$ cat config.mk
export PLATFORM = sky130hd
export DESIGN_NAME = skewed_input_feeder_flat
export DESIGN_NICKNAME = d
export VERILOG_FILES = /design/src/rtl/skewed_input_feeder_if.sv /design/src/rtl/skewed_input_feeder.sv /design/src/flat_wrapper.sv
export SDC_FILE = /design/constraint.sdc
export NUM_CORES = 1
export LEC_CHECK = 0
export CORE_UTILIZATION = 35
export DETAILED_ROUTE_END_ITERATION = 10
export GPL_TIMING_DRIVEN = 0
export PLACE_DENSITY = 0.64
export SKIP_CTS_REPAIR_TIMING = 1
export SLEW_MARGIN = 20
export SYNTH_ARGS = -nofsm -noshare
export SYNTH_HDL_FRONTEND = slang
export SYNTH_SLANG_ARGS = --single-unit
$ cat constraint.sdc
create_clock -name clk -period 4.25 [get_ports clk]
set_input_delay 0.85 -clock clk [delete_from_list [all_inputs] [get_ports clk]]
set_output_delay 0.85 -clock clk [all_outputs]
set_load 0.05 [all_outputs]
$ cat src/rtl/skewed_input_feeder_if.sv
// Bus bundle for skewed_input_feeder: operand write port, start/stall control
// and the skewed lane outputs toward the systolic array edge.
interface skewed_input_feeder_if #(
    parameter int MATRIX_SIZE = 2,
    parameter int DATA_SIZE   = 32,
    parameter int DEPTH       = 16,
    parameter int ADDR_W      = $clog2(DEPTH),
    parameter int NUM_VEC     = DEPTH / MATRIX_SIZE,
    parameter int VEC_W       = $clog2(NUM_VEC + 1)
);
    logic                                  wr_en;
    logic [ADDR_W-1:0]                     wr_addr;
    logic [DATA_SIZE-1:0]                  wr_data;
    logic                                  start;
    logic [VEC_W-1:0]                      num_vectors;
    logic                                  stall;
    logic [MATRIX_SIZE-1:0][DATA_SIZE-1:0] data_out;
    logic [MATRIX_SIZE-1:0]                valid_out;
    logic                                  busy;
    logic                                  done;

    modport master (
        output wr_en, wr_addr, wr_data, start, num_vectors, stall,
        input  data_out, valid_out, busy, done
    );

    modport slave (
        input  wr_en, wr_addr, wr_data, start, num_vectors, stall,
        output data_out, valid_out, busy, done
    );
endinterface

$ cat src/rtl/skewed_input_feeder.sv
// Operand memory plus diagonal-skew streamer for a systolic array edge.
// Vector v (words v*MATRIX_SIZE .. v*MATRIX_SIZE+MATRIX_SIZE-1) is fetched in
// one cycle; lane i then travels through i+1 register stages so the array sees
// a wavefront delayed by one cycle per lane.
module skewed_input_feeder #(
    parameter int MATRIX_SIZE = 2,
    parameter int DATA_SIZE   = 32,
    parameter int DEPTH       = 16,
    parameter int ADDR_W      = $clog2(DEPTH),
    parameter int NUM_VEC     = DEPTH / MATRIX_SIZE,
    parameter int VEC_W       = $clog2(NUM_VEC + 1)
) (
    input logic                  clk,
    input logic                  reset,
    skewed_input_feeder_if.slave bus
);
    localparam int DRAIN_W = (MATRIX_SIZE > 1) ? $clog2(MATRIX_SIZE) : 1;

    localparam logic [1:0] S_IDLE   = 2'd0;
    localparam logic [1:0] S_STREAM = 2'd1;
    localparam logic [1:0] S_DRAIN  = 2'd2;

    // Requests beyond the memory capacity saturate to the number of held vectors.
    function automatic logic [VEC_W-1:0] clamp_count(input logic [VEC_W-1:0] req);
        if (int'(req) > NUM_VEC) return VEC_W'(NUM_VEC);
        return req;
    endfunction

    logic [DATA_SIZE-1:0] dmem [DEPTH];

    logic [1:0]         state;
    logic [VEC_W-1:0]   vec_idx;
    logic [VEC_W-1:0]   vec_cnt;
    logic [DRAIN_W-1:0] drain_cnt;
    logic               busy_r;
    logic               done_r;

    logic               fetch;
    logic               advance;
    logic [ADDR_W-1:0]  fetch_base;

    // A fetch happens on every non-stalled STREAM edge; the skew pipeline moves
    // on every edge except stalled ones (stall has no meaning in IDLE).
    assign fetch      = (state == S_STREAM) && !bus.stall;
    assign advance    = (state == S_IDLE) || !bus.stall;
    assign fetch_base = ADDR_W'(int'(vec_idx) * MATRIX_SIZE);

    assign bus.busy = busy_r;
    assign bus.done = done_r;

    // Operand memory write port; memory contents survive reset.
    always_ff @(posedge clk) begin
        if (bus.wr_en) begin
            dmem[bus.wr_addr] <= bus.wr_data;
        end
    end

    // Sequencer: IDLE -> STREAM (one fetch per vector) -> DRAIN (flush skew) -> IDLE.
    always_ff @(posedge clk) begin
        if (reset) begin
            state     <= S_IDLE;
            vec_idx   <= '0;
            vec_cnt   <= '0;
            drain_cnt <= '0;
            busy_r    <= 1'b0;
            done_r    <= 1'b0;
        end else begin
            done_r <= 1'b0;
            case (state)
                S_IDLE: begin
                    if (bus.start && (bus.num_vectors != '0)) begin
                        vec_cnt <= clamp_count(bus.num_vectors);
                        vec_idx <= '0;
                        busy_r  <= 1'b1;
                        state   <= S_STREAM;
                    end
                end
                S_STREAM: begin
                    if (!bus.stall) begin
                        vec_idx <= vec_idx + VEC_W'(1);
                        if (vec_idx == vec_cnt - VEC_W'(1)) begin
                            if (MATRIX_SIZE == 1) begin
                                // Single lane has no skew to flush.
                                state  <= S_IDLE;
                                busy_r <= 1'b0;
                                done_r <= 1'b1;
                            end else begin
                                drain_cnt <= '0;
                                state     <= S_DRAIN;
                            end
                        end
                    end
                end
                S_DRAIN: begin
                    if (!bus.stall) begin
                        // MATRIX_SIZE-1 flush edges, then the completing edge.
                        if (drain_cnt == DRAIN_W'(MATRIX_SIZE - 1)) begin
                            state  <= S_IDLE;
                            busy_r <= 1'b0;
                            done_r <= 1'b1;
                        end else begin
                            drain_cnt <= drain_cnt + DRAIN_W'(1);
                        end
                    end
                end
                default: begin
                    state  <= S_IDLE;
                    busy_r <= 1'b0;
                end
            endcase
        end
    end

    for (genvar i = 0; i < MATRIX_SIZE; i++) begin : g_lane
        logic [DATA_SIZE-1:0] dat_p [i+1];
        logic                 vld_p [i+1];
        logic [ADDR_W-1:0]    lane_addr;

        assign lane_addr = fetch_base + ADDR_W'(i);

        // Stage 0: new element on a fetch, empty slot otherwise.
        always_ff @(posedge clk) begin
            if (reset) begin
                dat_p[0] <= '0;
                vld_p[0] <= 1'b0;
            end else if (advance) begin
                dat_p[0] <= fetch ? dmem[lane_addr] : '0;
                vld_p[0] <= fetch;
            end
        end

        for (genvar s = 1; s <= i; s++) begin : g_stage
            // Skew stage s: plain delay, frozen during stall.
            always_ff @(posedge clk) begin
                if (reset) begin
                    dat_p[s] <= '0;
                    vld_p[s] <= 1'b0;
                end else if (advance) begin
                    dat_p[s] <= dat_p[s-1];
                    vld_p[s] <= vld_p[s-1];
                end
            end
        end

        assign bus.data_out[i]  = dat_p[i];
        assign bus.valid_out[i] = vld_p[i];
    end
endmodule

$ cat src/flat_wrapper.sv
// flat-port wrapper written by rule: the top's interface ports become plain ports
module skewed_input_feeder_flat 
#(
    parameter int MATRIX_SIZE = 2,
    parameter int DATA_SIZE   = 32,
    parameter int DEPTH       = 16,
    parameter int ADDR_W      = $clog2(DEPTH),
    parameter int NUM_VEC     = DEPTH / MATRIX_SIZE,
    parameter int VEC_W       = $clog2(NUM_VEC + 1)
)
  (clk, reset, bus_wr_en, bus_wr_addr, bus_wr_data, bus_start, bus_num_vectors, bus_stall, bus_data_out, bus_valid_out, bus_busy, bus_done);
  skewed_input_feeder_if #(.MATRIX_SIZE(MATRIX_SIZE), .DATA_SIZE(DATA_SIZE), .DEPTH(DEPTH), .ADDR_W(ADDR_W), .NUM_VEC(NUM_VEC), .VEC_W(VEC_W)) bus_i ();
  input logic clk;
  input logic reset;
  input wire logic [$bits(bus_i.wr_en)-1:0] bus_wr_en;
  input wire logic [$bits(bus_i.wr_addr)-1:0] bus_wr_addr;
  input wire logic [$bits(bus_i.wr_data)-1:0] bus_wr_data;
  input wire logic [$bits(bus_i.start)-1:0] bus_start;
  input wire logic [$bits(bus_i.num_vectors)-1:0] bus_num_vectors;
  input wire logic [$bits(bus_i.stall)-1:0] bus_stall;
  output wire logic [$bits(bus_i.data_out)-1:0] bus_data_out;
  output wire logic [$bits(bus_i.valid_out)-1:0] bus_valid_out;
  output wire logic [$bits(bus_i.busy)-1:0] bus_busy;
  output wire logic [$bits(bus_i.done)-1:0] bus_done;
  assign bus_i.wr_en = bus_wr_en;
  assign bus_i.wr_addr = bus_wr_addr;
  assign bus_i.wr_data = bus_wr_data;
  assign bus_i.start = bus_start;
  assign bus_i.num_vectors = bus_num_vectors;
  assign bus_i.stall = bus_stall;
  assign bus_data_out = bus_i.data_out;
  assign bus_valid_out = bus_i.valid_out;
  assign bus_busy = bus_i.busy;
  assign bus_done = bus_i.done;
  skewed_input_feeder #(.MATRIX_SIZE(MATRIX_SIZE), .DATA_SIZE(DATA_SIZE), .DEPTH(DEPTH), .ADDR_W(ADDR_W), .NUM_VEC(NUM_VEC), .VEC_W(VEC_W)) u_core (.clk(clk), .reset(reset), .bus(bus_i));
endmodule
# Word level (Yosys, flattened, before mapping)
# Memory sizes are Yosys's and may differ from the RTL's. A register that Yosys moved wholly into a read port is not among the register bits.
# Cells that the tools add are included.
[totals]
elab_cells = 90
mem_count = 5
in_bits = 45
register_bits = 13
mem_bits_rw = 611
output_inout_bits = 68
[mem_list]
columns = ["memory", "words", "word_bits", "read_ports", "rd_clocked_by_memory_dff", "write_ports", "line", "source"]
rows = [
  ["u_core.dmem", 16, 32, 2, 1, 1, "skewed_input_feeder.sv:29", "logic [DATA_SIZE-1:0] dmem [DEPTH];"],
  ["u_core.g_lane[1].dat_p", 2, 32, 2, 0, 2, "skewed_input_feeder.sv:115", "logic [DATA_SIZE-1:0] dat_p [i+1];"],
  ["u_core.g_lane[0].dat_p", 1, 32, 1, 0, 1, "skewed_input_feeder.sv:115", ""],
  ["u_core.g_lane[1].vld_p", 2, 1, 2, 0, 2, "skewed_input_feeder.sv:116", "logic vld_p [i+1];"],
  ["u_core.g_lane[0].vld_p", 1, 1, 1, 0, 1, "skewed_input_feeder.sv:116", ""],
]
[op_classes]
magnitude_cmp = 1
n_addsub = 4
mux = 44
n_bitwise = 6
eq_ne = 8
reduce_logical = 16
[op_table]
columns = ["operator", "count"]
rows = [
  ["32-bit two-way mux", 5],
  ["32-bit OR reduction", 1],
  ["1-bit two-way mux", 24],
  ["4-bit two-way mux", 6],
  ["2-bit two-way mux", 5],
  ["4-bit by 1-bit adder with 4-bit output (second input constant)", 2],
  ["2-bit != test (second input constant)", 4],
  ["4-bit case mux with 2 select lines", 1],
  ["4-bit AND reduction", 2],
  ["2-bit case mux with 3 select lines", 1],
  ["5-bit AND reduction", 1],
  ["4-bit equality test", 1],
  ["4-bit > comparator (second input constant)", 1],
  ["1-bit bitwise OR", 4],
  ["2-bit nonzero test", 2],
  ["4-bit nonzero test", 1],
  ["4-bit by 1-bit subtractor with 4-bit output (second input constant)", 1],
  ["1-bit case mux with 3 select lines", 1],
  ["3-bit AND reduction", 1],
  ["3-bit OR reduction", 1],
  ["2-bit by 1-bit equality test with 1-bit output (second input constant)", 1],
  ["2-bit equality test (second input constant)", 1],
  ["1-bit logical AND", 2],
  ["2-bit zero test", 1],
  ["8 further kinds", 9],
]

# Depth between registers and ports, before layout
# Gate-level depths: netlist (run 1).
[depth]
depth_word = 7
depth_mapped = 6
ltp_nobuf = 6

# Worst setup path before layout (run 1)
# OpenSTA, ideal clock, no wires.
[synth_path]
kind = "input -> register"
from = "input port reset"
to = "memory u_core.g_lane[0].dat_p[0][0], enable pin"
cell_stages = 2
t_arrival_ns = 3.253
setup_ns = 1.149
slack_ns = -0.152
path_buffers = 1
cell_sequence = "buf_2 > nand3b_1"
[synth_via]
elab_chain_cells = 4
[synth_lines]
columns = ["element", "line", "source"]
rows = [
  ["from (decl)", "flat_wrapper.sv:14", "input logic reset;"],
  ["1-bit two-way mux", "skewed_input_feeder.sv:123", "if (reset) begin"],
  ["1-bit two-way mux", "skewed_input_feeder.sv:127", "dat_p[0] <= fetch ? dmem[lane_addr] : '0;"],
  ["32-bit OR reduction (no source line)", "--", ""],
  ["1-bit two-way mux (no source line) *", "--", ""],
  ["to (decl)", "skewed_input_feeder.sv:115", ""],
]
# Mark *: on every way between the ends. The rest lies on a longest branch, timed or not.

# Worst setup path after layout (run 1)
[layout_path]
from = "input port reset"
to = "memory u_core.g_lane[0].dat_p[0][29], data pin"
[layout_via]
elab_chain_cells = 4
[layout_lines]
columns = ["element", "line"]
rows = [
  ["1-bit two-way mux", "skewed_input_feeder.sv:123"],
  ["1-bit two-way mux", "skewed_input_feeder.sv:127"],
  ["32-bit OR reduction (no source line)", "--"],
  ["32-bit two-way mux (no source line)", "--"],
]
# Every way passes these cells.

==> summary.md, run 1 <==
| Metric | Value |
|---|---|
| Status | completed |
| Drt initial violations | 1098 |
| Post-layout minimum cycle time | between 3000 and 4000 ps |
| Pins over their slew limit | 0 |
| DIE AREA | between 60000 and 70000 um^2 |
| CP arrival | 3370 ps |
| Remaining DRCs | 0 |
| DR vias/cell | approximately 5.2 |
| DP HPWL | roughly 36000 um |
| Critical Path Max Stage Delay | just under 900 ps |
| Xor/xnor cell area share of the yosys netlist | 0.330% |
| Maximum clock path buffer count | 3 |
| WL/cell | between 20 and 25 um |
| Total CTS buffers | 66 |
| Critical Path RT | ~4500 ps |
| Critical Path End Type | flop |
| Fmax | roughly 320 MHz |
| Initial antenna violation count | 1 |
| Die H | approximately 260 um |
| GP Congestion | roughly 0.80 |
| CP Cell Sequence | clkdlybuf4s50_1 -> nor2_1 -> nand3_1 -> clkbuf_1 -> clkbuf_1 -> nor4_1 |
| P_leak | 0.00908 uW |
| Number of distinct library cells after synthesis | 37 |
| Final Hold Viols | 0 |
| Yosys warning count | 0 |
| Gate Count Post-Synth | roughly 1.4k |
| CP max stage cell | nor4_1 |
| Post-synthesis mux area share | under 10% |
| Mapped Avg Cell Area | 17.7 um^2 |
| Critical path peak fanout | 10 |
| Buffers added on ports | roughly 110 |
| Clk_lat worst skew | around 600 ps |
| Largest net degree at the start of global routing | 23 |
| Fin area | just under 30000 um^2 |
| Total Routing Usage GR | roughly 16% |
| CP startpoint | reset |
| Die Wd | approximately 260 um |
| Post-synthesis sequential area ratio | roughly 78% |
| Area of placed instances | 26700 um^2 |
| Core Footprint | 67400 um^2 |
| Synth Area in Compound Gates | slightly below 7% |
| Dpl cells | about 2.4k |
| Total number of clock tree sinks | approximately 630 |
| Min-Delay Path Class | flop to flop |
| Starting density of the core | between 30% and 40% |
| Clk root buf | clkbuf_16 |
| Yosys reg bits | between 600 and 700 |
| PwrDens | roughly 460 nW/um^2 |
| Layout area overhead | 20.9% |
| Setup CP Type | input pin to flop |
| Drt pass-1 iters | 7 |
| Peak VDD IR | 0.276 mV |
| Most common cell after layout, fill and taps aside | edfxtp_1 |
| Antenna Nets Post-Route | 0 |
| Critical path launch point type | input pin |
| Final worst-path cycle share | 73.0% |
| Most frequent cells in the layout | edfxtp_1, mux2i_1, nor2b_1 |
| Fraction of layout cells with a size suffix above 1 | a little under an eighth |
| Worst Skew | between 20 and 30 ps |
| Slew margin rel. | between 30 and 40% |
| Layout Cells excl Fill | between 2k and 2.5k |
| RSZ-0062 raised after global routing | false |
| H-tree depth | 3 |
| Vias in the first global route | between 10k and 15k |
| Syn_nets | roughly 1.4k |
| Crit-path leading delay family | buffers and inverters |
| Synth Area in Adders | less than 1% |
| Slew @ Worst Pin | around 950 ps |
| Simple-gate share of the synthesized area | 7.21% |
| Final wirelength | 55100 um |
| Num rows | 95 |
| CTS tree | done |
| I/O Pins | around 110 |
| HP Start | u_core.g_lane[1].dat_p[0][21] |
| First-pass GRT wire length | slightly above 80000 um |
| Synthesized cell area | 23900 um^2 |
| Main combinational cell family by area after synthesis | simple AND/OR/NAND/NOR gates |
| Nets | roughly 1.6k |
| Overflow after GRT | 0 |
| Worst path bufs/invs | 3 |
| Crit path top cell by count | clkbuf_1 |
| Worst-path clk slew | around 60 ps |
| Vias | ~13k |
| Max-cap viol count | 0 |
| Final setup violation count | 0 |
## final timing paths
path         cells after the start                            end  slack [ps]
max                              6  u_core.g_lane[0].dat_p[0][29]        1150
min                              1  u_core.g_lane[1].dat_p[1][21]         510
max reg2reg                      5  u_core.g_lane[0].dat_p[0][29]        1590
min reg2reg                      1  u_core.g_lane[1].dat_p[1][21]         510
## layout make-up
cell class                      count  area [um^2]
Fill cell                        5783        38500
Sequential cell                   626        18600
Multi-Input combinational cell    627         4920
Clock buffer                       79         1750
Timing Repair Buffer              145         1630
Tap cell                          873         1090
Buffer                             93          445
Clock inverter                     38          403
Inverter                            5         18.8
Antenna cell                        2         5.00
## power breakdown
| part | switching (uW) | internal (uW) | total, uW |
|---|---|---|---|
| sequential | 39.9 | 6930 | 6970 |
| clock | 2340 | 3380 | 5720 |
| combinational | 421 | 195 | 615 |
## cells in the mapped netlist (all sizes together)
cell	number	area share, %
edfxtp	610	77
mux2i	132	5.5
nor2b	132	3.5
a211oi	65	2.0
a22o	65	2.4
nor4	65	1.7
a2111oi	64	2.3
clkbuf	62	1.0
and2	35	0.92
buf	31	0.81
nor2	21	0.33
dfxtp	16	1.3
nor3	9	0.19
xnor2	7	0.26
inv	5	0.079
nand2b	5	0.13
nand2	4	0.063
and2b	3	0.11
nand3	3	0.063
nand3b	3	0.094
a21oi	2	0.058
ha	2	0.10
or3b	2	0.073
xor2	2	0.073
a221oi	1	0.037
a31oi	1	0.026
nor3b	1	0.031
o21ai	1	0.021
o41a	1	0.047
or2	1	0.026
## registers in the layout, indices dropped and copies added (netlist names), named ones only
register	count
u_core.dmem	512
u_core.bus.done	1
u_core.drain_cnt	1
u_core.g_lane.vld_p	2
u_core.state	2
u_core.vec_cnt	4
u_core.vec_idx	4
u_core.bus.busy	1
u_core.g_lane.dat_p	96
## metrics by stage
stage                     power (uW)  setup slack, ps  utilization, %  TNS [ps]  hold WS, ps
after floorplan                 7410             -111               -    -10860          466
after global placement          7690            -2600            38.8   -609700          492
after detailed placement        7720              730            39.7         0          505
after CTS                      13400             1320            42.9         0          519
after global routing           13700             1120            42.9         0          529
final                          13300             1150            42.9         0          515
## cells by family after synthesis
group / after synthesis
and+or+nand+nor: 284
adders and majority gates: 2
muxes: 132
AOI/OAI and AO/OA: 200
DFF: 626
buffers and inverters: 98
xor gates and xnor gates: 9
## per-layer routing
| metal | global-route usage (%) | share of wire [%] |
|---|---|---|
| met5 | 0 | 0.022 |
| met4 | 5.23 | 2.2 |
| met3 | 2.78 | 5.6 |
| met2 | 26.7 | 49 |
| met1 | 20.8 | 43 |
(Power assumes the default switching activity.)
==> run 2: changes to the inputs <==
Settings changed: PLACE_DENSITY 0.64 to 0.62.
Clock period 4.25 ns to 3.2 ns, I/O delays scaled along.
==> summary.md, run 2 (synthesis gave the netlist of run 1 again) <==
| Metric | Value |
|---|---|
| Status | completed |
| Min-Delay Path Class | flop to flop |
| P_leak | around 0.009 uW |
| Vias | about 13k |
| Area of placed instances | about 27000 um^2 |
| Worst-path clk slew | 60 ps |
| Critical Path End Type | flop |
| Starting density of the core | around 35% |
| Sw Share | a little over a fifth |
| Final Hold Viols | 0 |
| Post-layout minimum cycle time | roughly 2900 ps |
| Fin area | about 29000 um^2 |
| Sw power | 3610 uW |
| WL/cell | ~22 um |
| Core Footprint | roughly 67000 um^2 |
| Total number of clock tree sinks | 626 |
| Overflow after GRT | 0 |
| Buffers added on ports | ~110 |
| Critical path peak fanout | 10 |
| Num rows | 95 |
| Dpl cells | approximately 2.4k |
| Reg with most FFs | u_core.dmem |
| Total Routing Usage GR | ~16% |
| Peak VDD IR | approximately 0.34 mV |
| Critical Path RT | 3460 ps |
| Drt initial violations | between 700 and 800 |
| CP arrival | 3170 ps |
| Max reg flops | 512 |
| Fraction of layout cells with a size suffix above 1 | a little over a tenth |
| Top Registers | u_core.dmem (512), u_core.g_lane.dat_p (96) |
| Largest net degree at the start of global routing | 23 |
| Max-cap viol count | 0 |
| Die Wd | around 260 um |
| Antenna Nets Post-Route | 0 |
| Clk_lat worst skew | 590 ps |
| Final worst-path cycle share | 90.8% |
| GP Congestion | 0.765 |
| Nets | ~1.6k |
| First-pass GRT wire length | 82500 um |
| Slew @ Worst Pin | around 940 ps |
| HP Start | u_core.drain_cnt |
| PwrDens | 600 nW/um^2 |
| Total CTS buffers | 68 |
| Setup TNS | 0 ps |
| Die H | 263 um |
| Comb pwr share | around 4.7% |
| Clk root buf | clkbuf_16 |
| Layout area overhead | 20.5% |
| RSZ-0062 raised after global routing | false |
| Slew margin rel. | 36.6% |
| I/O Pins | around 110 |
| Most common cell after layout, fill and taps aside | edfxtp_1 |
| Sequential share of power | 53.6% |
| CTS tree | done |
| Final wirelength | around 55000 um |
| Vias in the first global route | between 10k and 15k |
| Worst Skew | 17.4 ps |
| Critical register-to-register path startpoint | u_core.state[1] |
| Initial antenna violation count | 1 |
| H-tree depth | 3 |
| Remaining DRCs | 0 |
| Critical path launch point type | input pin |
| Fmax | between 300 and 400 MHz |
| Pins over their slew limit | 0 |
| Setup CP Type | input pin to flop |
| DR vias/cell | roughly 5.2 |
| Final setup violation count | 0 |
| Clock Power Share | 41.6% |
| Drt pass-1 iters | 4 |
| Internal power | 13700 uW |
| Most frequent cells in the layout | edfxtp_1, mux2i_1, nor2b_1 |
| DP HPWL | ~36000 um |
| Layout Cells excl Fill | about 2.5k |
| CP startpoint | reset |
| DIE AREA | 69300 um^2 |
| Maximum clock path buffer count | 3 |
-- run 2: changes by cell type in the layout (fill, tap and decap cells not counted), moves of 2 or more --
cell,before,now
buf_4,23,13
buf_6,9,6
buf_8,4,10
bufinv_16,7,2
clkbuf_1,69,75
clkbuf_16,68,70
clkinv_8,3,1
clkinvlp_4,4,1
inv_6,2,0
nor3_2,4,0
nor3_4,0,4
-- run 2: per-stage QoR --
stage	util [%]	setup slack (ps)	hold WS [ps]	power [uW]
global placement	38.8	-3480	490	10200
global route	42.7	261	525	17800
finish	42.7	296	511	17300
CTS	42.7	375	512	17400
floorplan	-	-951	466	9840
detailed placement	39.7	-213	503	10300
-- run 2: final cells by class --
cell class / count / area, um^2
buffer: 93 / 445
tap: 873 / 1090
fill: 5815 / 38600
multi-input combinational: 627 / 4950
inverter: 5 / 18.8
sequential: 626 / 18600
antenna: 1 / 2.50
clock buffer: 88 / 1840
timing repair buffer: 139 / 1640
clock inverter: 25 / 176
-- run 2: worst paths after layout --
check | slack [ps] | cells past startpoint | end
min | 510 | 2 | u_core.drain_cnt
max reg2reg | 610 | 5 | u_core.g_lane[0].dat_p[0][30]
min reg2reg | 510 | 2 | u_core.drain_cnt
max | 300 | 6 | u_core.g_lane[0].dat_p[0][30]
-- run 2: power groups by stage --
stage / clock [uW] / sequential (uW) / combinational, uW
final: 7190 / 9260 / 817
after global placement: 0 / 9440 / 766
after global routing: 7660 / 9280 / 870
after floorplan: 0 / 9600 / 242
after detailed placement: 0 / 9430 / 825
after CTS: 7350 / 9260 / 828
-- run 2: critical path, stage by stage --
cell and delay (ps):
clkdlybuf4s50_1 550, nor2_1 190, nand3_1 120, clkbuf_1 370, clkbuf_1 390, nor4_1 890
-- run 2: layer usage --
metal,vias up,track usage (%),part of all wire [%]
li1,5843,-,-
met1,6500,20.4,42
met2,352,26.9,50
met3,91,3.34,5.5
met4,2,5.07,2.4
met5,-,0,0.031
